### src/rtl/cpu_pkg.sv
// Shared constants for the RV32I multi-cycle core: branch codes, sequencer states, PC defaults.
package cpu_pkg;

    typedef enum logic [2:0] {
        BR_NONE = 3'b000,
        BR_JAL  = 3'b001,
        BR_JALR = 3'b010,
        BR_RSVD = 3'b011,
        BR_BEQ  = 3'b100,
        BR_BNE  = 3'b101,
        BR_BLT  = 3'b110,
        BR_BGE  = 3'b111
    } branch_e;

    typedef enum logic [1:0] {
        ST_IDLE  = 2'd0,
        ST_FETCH = 2'd1,
        ST_EXEC  = 2'd2
    } state_e;

    localparam logic [31:0] RESET_PC_DEFAULT    = 32'h0000_0000;
    localparam logic [31:0] TRAP_VECTOR_DEFAULT = 32'h0000_0100;

    // jalr clears bit 0 of rs1+imm.
    function automatic logic [31:0] jalr_target(input logic [31:0] sum);
        return sum & ~32'h0000_0001;
    endfunction

endpackage

### src/rtl/branch_cond.sv
// Branch decision: maps branch code and ALU flags to taken / register-indirect jump.
module branch_cond
    import cpu_pkg::*;
(
    input  logic [2:0] branch,
    input  logic       alu_less,
    input  logic       alu_zero,
    output logic       taken,
    output logic       jump_reg
);

    always_comb begin
        taken    = 1'b0;
        jump_reg = 1'b0;
        case (branch)
            BR_JAL:  taken = 1'b1;
            BR_JALR: jump_reg = 1'b1;
            BR_BEQ:  taken = alu_zero;
            BR_BNE:  taken = ~alu_zero;
            BR_BLT:  taken = alu_less;
            BR_BGE:  taken = ~alu_less;
            default: taken = 1'b0;
        endcase
    end

endmodule

### src/rtl/pc_fetch_unit.sv
// PC and instruction-fetch sequencer (IDLE -> FETCH -> EXEC).
// Optional misaligned-target trap enabled by defining MISALIGN_TRAP_EN.
module pc_fetch_unit
    import cpu_pkg::*;
#(
    parameter logic [31:0] RESET_PC = RESET_PC_DEFAULT
`ifdef MISALIGN_TRAP_EN
    , parameter logic [31:0] TRAP_VECTOR = TRAP_VECTOR_DEFAULT
`endif
) (
    input  logic        clk,
    input  logic        rst,
    output logic        imem_req,
    output logic [31:0] imem_addr,
    input  logic        imem_valid,
    input  logic [31:0] imem_rdata,
    output logic [31:0] instr,
    output logic        instr_valid,
    input  logic        ex_done,
    input  logic [2:0]  branch,
    input  logic [31:0] imm,
    input  logic        alu_less,
    input  logic        alu_zero,
    input  logic [31:0] alu_result,
    output logic [31:0] pc,
    output logic [31:0] pc_plus4,
    output logic        trap
);

    state_e      state_q, state_d;
    logic [31:0] pc_q, pc_d;
    logic [31:0] instr_q, instr_d;
    logic        taken;
    logic        jump_reg;
    logic [31:0] pc_seq;
    logic [31:0] pc_rel;
    logic [31:0] next_pc;

    branch_cond u_branch_cond (
        .branch   (branch),
        .alu_less (alu_less),
        .alu_zero (alu_zero),
        .taken    (taken),
        .jump_reg (jump_reg)
    );

    assign pc_seq  = pc_q + 32'd4;
    assign pc_rel  = pc_q + imm;
    assign next_pc = jump_reg ? jalr_target(alu_result) : (taken ? pc_rel : pc_seq);

`ifdef MISALIGN_TRAP_EN
    logic trap_q, trap_d;
`endif

    always_comb begin
        state_d = state_q;
        pc_d    = pc_q;
        instr_d = instr_q;
`ifdef MISALIGN_TRAP_EN
        trap_d  = 1'b0;
`endif
        case (state_q)
            ST_IDLE: state_d = ST_FETCH;
            ST_FETCH: begin
                // A late ex_done here is deliberately ignored.
                if (imem_valid) begin
                    instr_d = imem_rdata;
                    state_d = ST_EXEC;
                end
            end
            ST_EXEC: begin
                if (ex_done) begin
                    state_d = ST_FETCH;
                    pc_d    = next_pc;
`ifdef MISALIGN_TRAP_EN
                    if (next_pc[1:0] != 2'b00) begin
                        pc_d   = TRAP_VECTOR;
                        trap_d = 1'b1;
                    end
`endif
                end
            end
            default: state_d = ST_IDLE;
        endcase
    end

    always_ff @(posedge clk) begin
        if (rst) begin
            state_q <= ST_IDLE;
            pc_q    <= RESET_PC;
            instr_q <= 32'h0000_0000;
`ifdef MISALIGN_TRAP_EN
            trap_q  <= 1'b0;
`endif
        end else begin
            state_q <= state_d;
            pc_q    <= pc_d;
            instr_q <= instr_d;
`ifdef MISALIGN_TRAP_EN
            trap_q  <= trap_d;
`endif
        end
    end

    assign imem_req    = (state_q == ST_FETCH);
    assign imem_addr   = pc_q;
    assign instr       = instr_q;
    assign instr_valid = (state_q == ST_EXEC);
    assign pc          = pc_q;
    assign pc_plus4    = pc_seq;
`ifdef MISALIGN_TRAP_EN
    assign trap        = trap_q;
`else
    assign trap        = 1'b0;
`endif

endmodule
### config.mk
export PLATFORM = sky130hd
export DESIGN_NAME = pc_fetch_unit
export DESIGN_NICKNAME = d
export VERILOG_FILES = /design/src/rtl/cpu_pkg.sv /design/src/rtl/branch_cond.sv /design/src/rtl/pc_fetch_unit.sv
export SDC_FILE = /design/constraint.sdc
export NUM_CORES = 1
export LEC_CHECK = 0
export CORE_MARGIN = 2
export CORE_UTILIZATION = 38
export DETAILED_ROUTE_END_ITERATION = 16
export GPL_TIMING_DRIVEN = 0
export PLACE_DENSITY = 0.79
export SYNTH_ARGS = -nofsm -noshare
export SYNTH_HDL_FRONTEND = slang
export SYNTH_SLANG_ARGS = --single-unit
export TNS_END_PERCENT = 10
### constraint.sdc
create_clock -name clk -period 3.2 [get_ports clk]
set_clock_uncertainty 0.1 [all_clocks]
set_input_delay 0.96 -clock clk [delete_from_list [all_inputs] [get_ports clk]]
set_output_delay 0.96 -clock clk [all_outputs]
set_load 0.05 [all_outputs]
==> results.ini, run 1 <==
[run_status]
outcome=finished with violations
violations=negative setup slack

[yosys]
synth_flop_cell=dfxtp_1
synth_most_common_cell=nand2_1
synth_top_cell_area_share_pct=25.6
ys_warn_count=0
ys_top_cells_by_area=dfxtp_1 (26%), a21oi_1 (8.3%), ha_1 (7.8%), nand2_1 (7.4%), xnor2_1 (5.4%)
synth_enable_flop_cells=0
yosysTopAreaCell=dfxtp_1
synth_seq_cells=66
ys_top_cells_by_count=nand2_1 (101), a21oi_1 (86), dfxtp_1 (66), nor2_1 (56), buf_4 (35)
syn-num-nets=832
synthesis.instances=694
async_flop_share_pct=0
syn_area_mm2=0.00516
avgSynthCellArea_um2=7.43
ys_seq_area_share_pct=25.6
ys_types=64

[clocking]
ctsHoldBuffers=0
cts_tree=built
cts_buffers=9
clock_latency_ps=330
htree_levels=3
clockBufferDepth=2
clkSinkCount=66
cts-root-buf=clkbuf_16
clk_pin_slew_worst_paths_ps=60

[place]
dp_hpwl_mm=15.1
postPlaceCellArea_mm2=0.00801
pre_cts_ws_ps=-919
placedCellCount=1103
portBuffers=233
routabilityCongestion=0.965

[critical_path]
r2r_start=imem_addr[3]
critPathKind=flip-flop to primary output
path_cells=and4_4 -> and2_4 -> or4b_4 -> nor2_4 -> buf_6 -> nand3_4 -> xnor2_4 -> buf_6
critPathLaunch=imem_addr[6]
endpoint=pc_plus4[26]
r2r-end=imem_addr[31]
worstPathMaxFanout=4
crit_required_ps=2140
slowest_delay_ps=520
critical_path_arrival_ps=2360
rrSetupSlack_ps=-40
cp_slowest_cell=or4b_4
crit_path_end_kind=primary output
startpoint_type=flip-flop
rr_worst_depth=12
crit_top_cell=buf_6

[power_and_ir_drop]
p_per_area_mw_per_mm2=292
internal-power_mw=1.84
p_leak_nw=3.78
power_frac_clock_pct=39.3
ir_drop_mv=0.242
p_switching_mw=0.891
swShare_pct=32.6
comb_power_share_pct=29.1
seqPwrFrac_pct=31.6
total_power_mw=2.73

[floorplanning]
die_area_mm2=0.0145
initial_core_util_pct=38.9
io_pins=236
fp.dieH_um=120
core_mm2=0.0132
rows=42
die_w_um=120

[global_routing]
grt_max_degree=14
grt_usage_pct=28.6
grt_pass1_vias=6270
grt_remaining_overflow=0
grt_pass1_wl_mm=32.7
antenna_found_initial=0

[cells_and_area]
layout.cells.non_filler=1189
drive_above_1_share_pct=27.8
design_area_mm2=0.00934
areaGrowthSynthToFinish_pct=81.1
nNetsFinal=1146
num_antenna_cells=0
post-route-util_pct=70.5

[route]
dr.pass1.iters=5
num_vias=6677
drt_wl_total_mm=22.5
ant_nets=0
top_layer=met4
drt_first_iter_violations=494
met3_length_mm=2.02
wl_per_cell_um=18.9
met2_length_mm=11.0
drc=0
vias_per_cell=5.62
routedLengthMet1_mm=8.64

[sta]
worst_pin_slew_ps=1120
slew_headroom_pct=25.3
layout_setup_ws_ps=-216
max_freq_ghz=0.293
fin_crit_sh_pct=107
layout_min_cycle_time_ps=3420
slew_violations=0
grt_setup_unrepaired=yes
hold_viol_final=0
timing.hold.ws_ps=352
fin_tns_setup_ps=-1830
finalSetupViolCount=12

[run]
maxCapViolations=0

[hold_path]
worstHoldPathType=flip-flop to flip-flop

## layout make-up
cell class / instances / area (um^2)
tap: 176 / 220
inverter: 14 / 52.6
fill: 1076 / 3900
multi-input combinational: 545 / 4110
clock buffer: 10 / 250
buffer: 66 / 399
clock inverter: 6 / 72.6
timing repair buffer: 306 / 2840
sequential: 66 / 1390
## cells by family (layout without fill, tap and decap cells)
logic type	after synthesis	count (layout)	share of synthesized area [%]
adder cells (fa/ha/maj)	33	33	8.15
AO/OA/AOI/OAI	217	217	26.8
AND/OR/NAND/NOR	238	238	21.2
other	1	1	0.0727
flip-flops	66	66	25.6
multiplexers	1	1	0.194
XOR/XNOR	55	55	9.34
buffers and inverters	83	402	8.66
## sequential cells by signal, indices dropped and copies added (netlist names)
name / count
imem_addr: 32
instr: 32
state_q: 2
## metal layers
layer	track usage (%)	up-vias
met5	0	-
met4	11.8	0
met3	4.62	80
met2	49.8	398
met1	34.9	3111
li1	-	3088
## worst min-delay path by stage
| stage | startpoint | endpoint | slack, ps | cells after the start |
|---|---|---|---|---|
| 2_1_floorplan | state_q[0] | state_q[0] | 410 | 2 |
| 3_3_place_gp | instr[1] | instr[1] | 340 | 2 |
| 3_5_place_dp | instr[21] | instr[21] | 350 | 2 |
| 4_1_cts | instr[22] | instr[22] | 350 | 2 |
| 5_1_grt | instr[21] | instr[21] | 370 | 2 |
| 6_report | instr[21] | instr[21] | 350 | 2 |
## cells in the final DEF, fill, tap and decap left out, types with 18 or more instances in the layout
| cell | n |
|---|---|
| buf_4 | 108 |
| a21oi_1 | 77 |
| o21ai_0 | 22 |
| nand2_1 | 96 |
| xnor2_1 | 25 |
| clkdlybuf4s50_1 | 190 |
| dfxtp_1 | 44 |
| nor2_1 | 50 |
| dfxtp_4 | 18 |
| clkbuf_1 | 21 |
| buf_6 | 19 |
## power by group through the flow
stage	combinational [mW]	sequential [mW]	clock (mW)
6_report	0.794	0.863	1.07
5_1_grt	0.836	0.866	1.11
4_1_cts	0.741	0.863	1.08
3_5_place_dp	0.698	0.890	0
3_3_place_gp	0.693	0.889	0
2_1_floorplan	0.312	0.974	0
## what timing repair did
action / in CTS / in global routing
buffers inserted: 50 / 28
resized for setup: 198 / 90
pin swaps: 34 / 48
setup endpoints to repair: 52 / 49
## critical path: cells and delay by family, from the launching register on
kind | cells | cell delay [ps]
AND/OR/NAND/NOR | 5 | 1170
flip-flops | 1 | 350
buffers and inverters | 2 | 300
XOR/XNOR | 1 | 200
No activity file was read; power rests on OpenSTA's default activity.
==> run 2: changes to the inputs <==
- CAP_MARGIN: default -> 20
==> results of run 2 <==
Final layout, timing and power as in run 1 (identical DEF).
==> run 3: changes to the inputs <==
- CTS_CLUSTER_SIZE: default -> 40
==> results of run 3 <==
Final layout, timing and power as in run 1 (identical DEF).
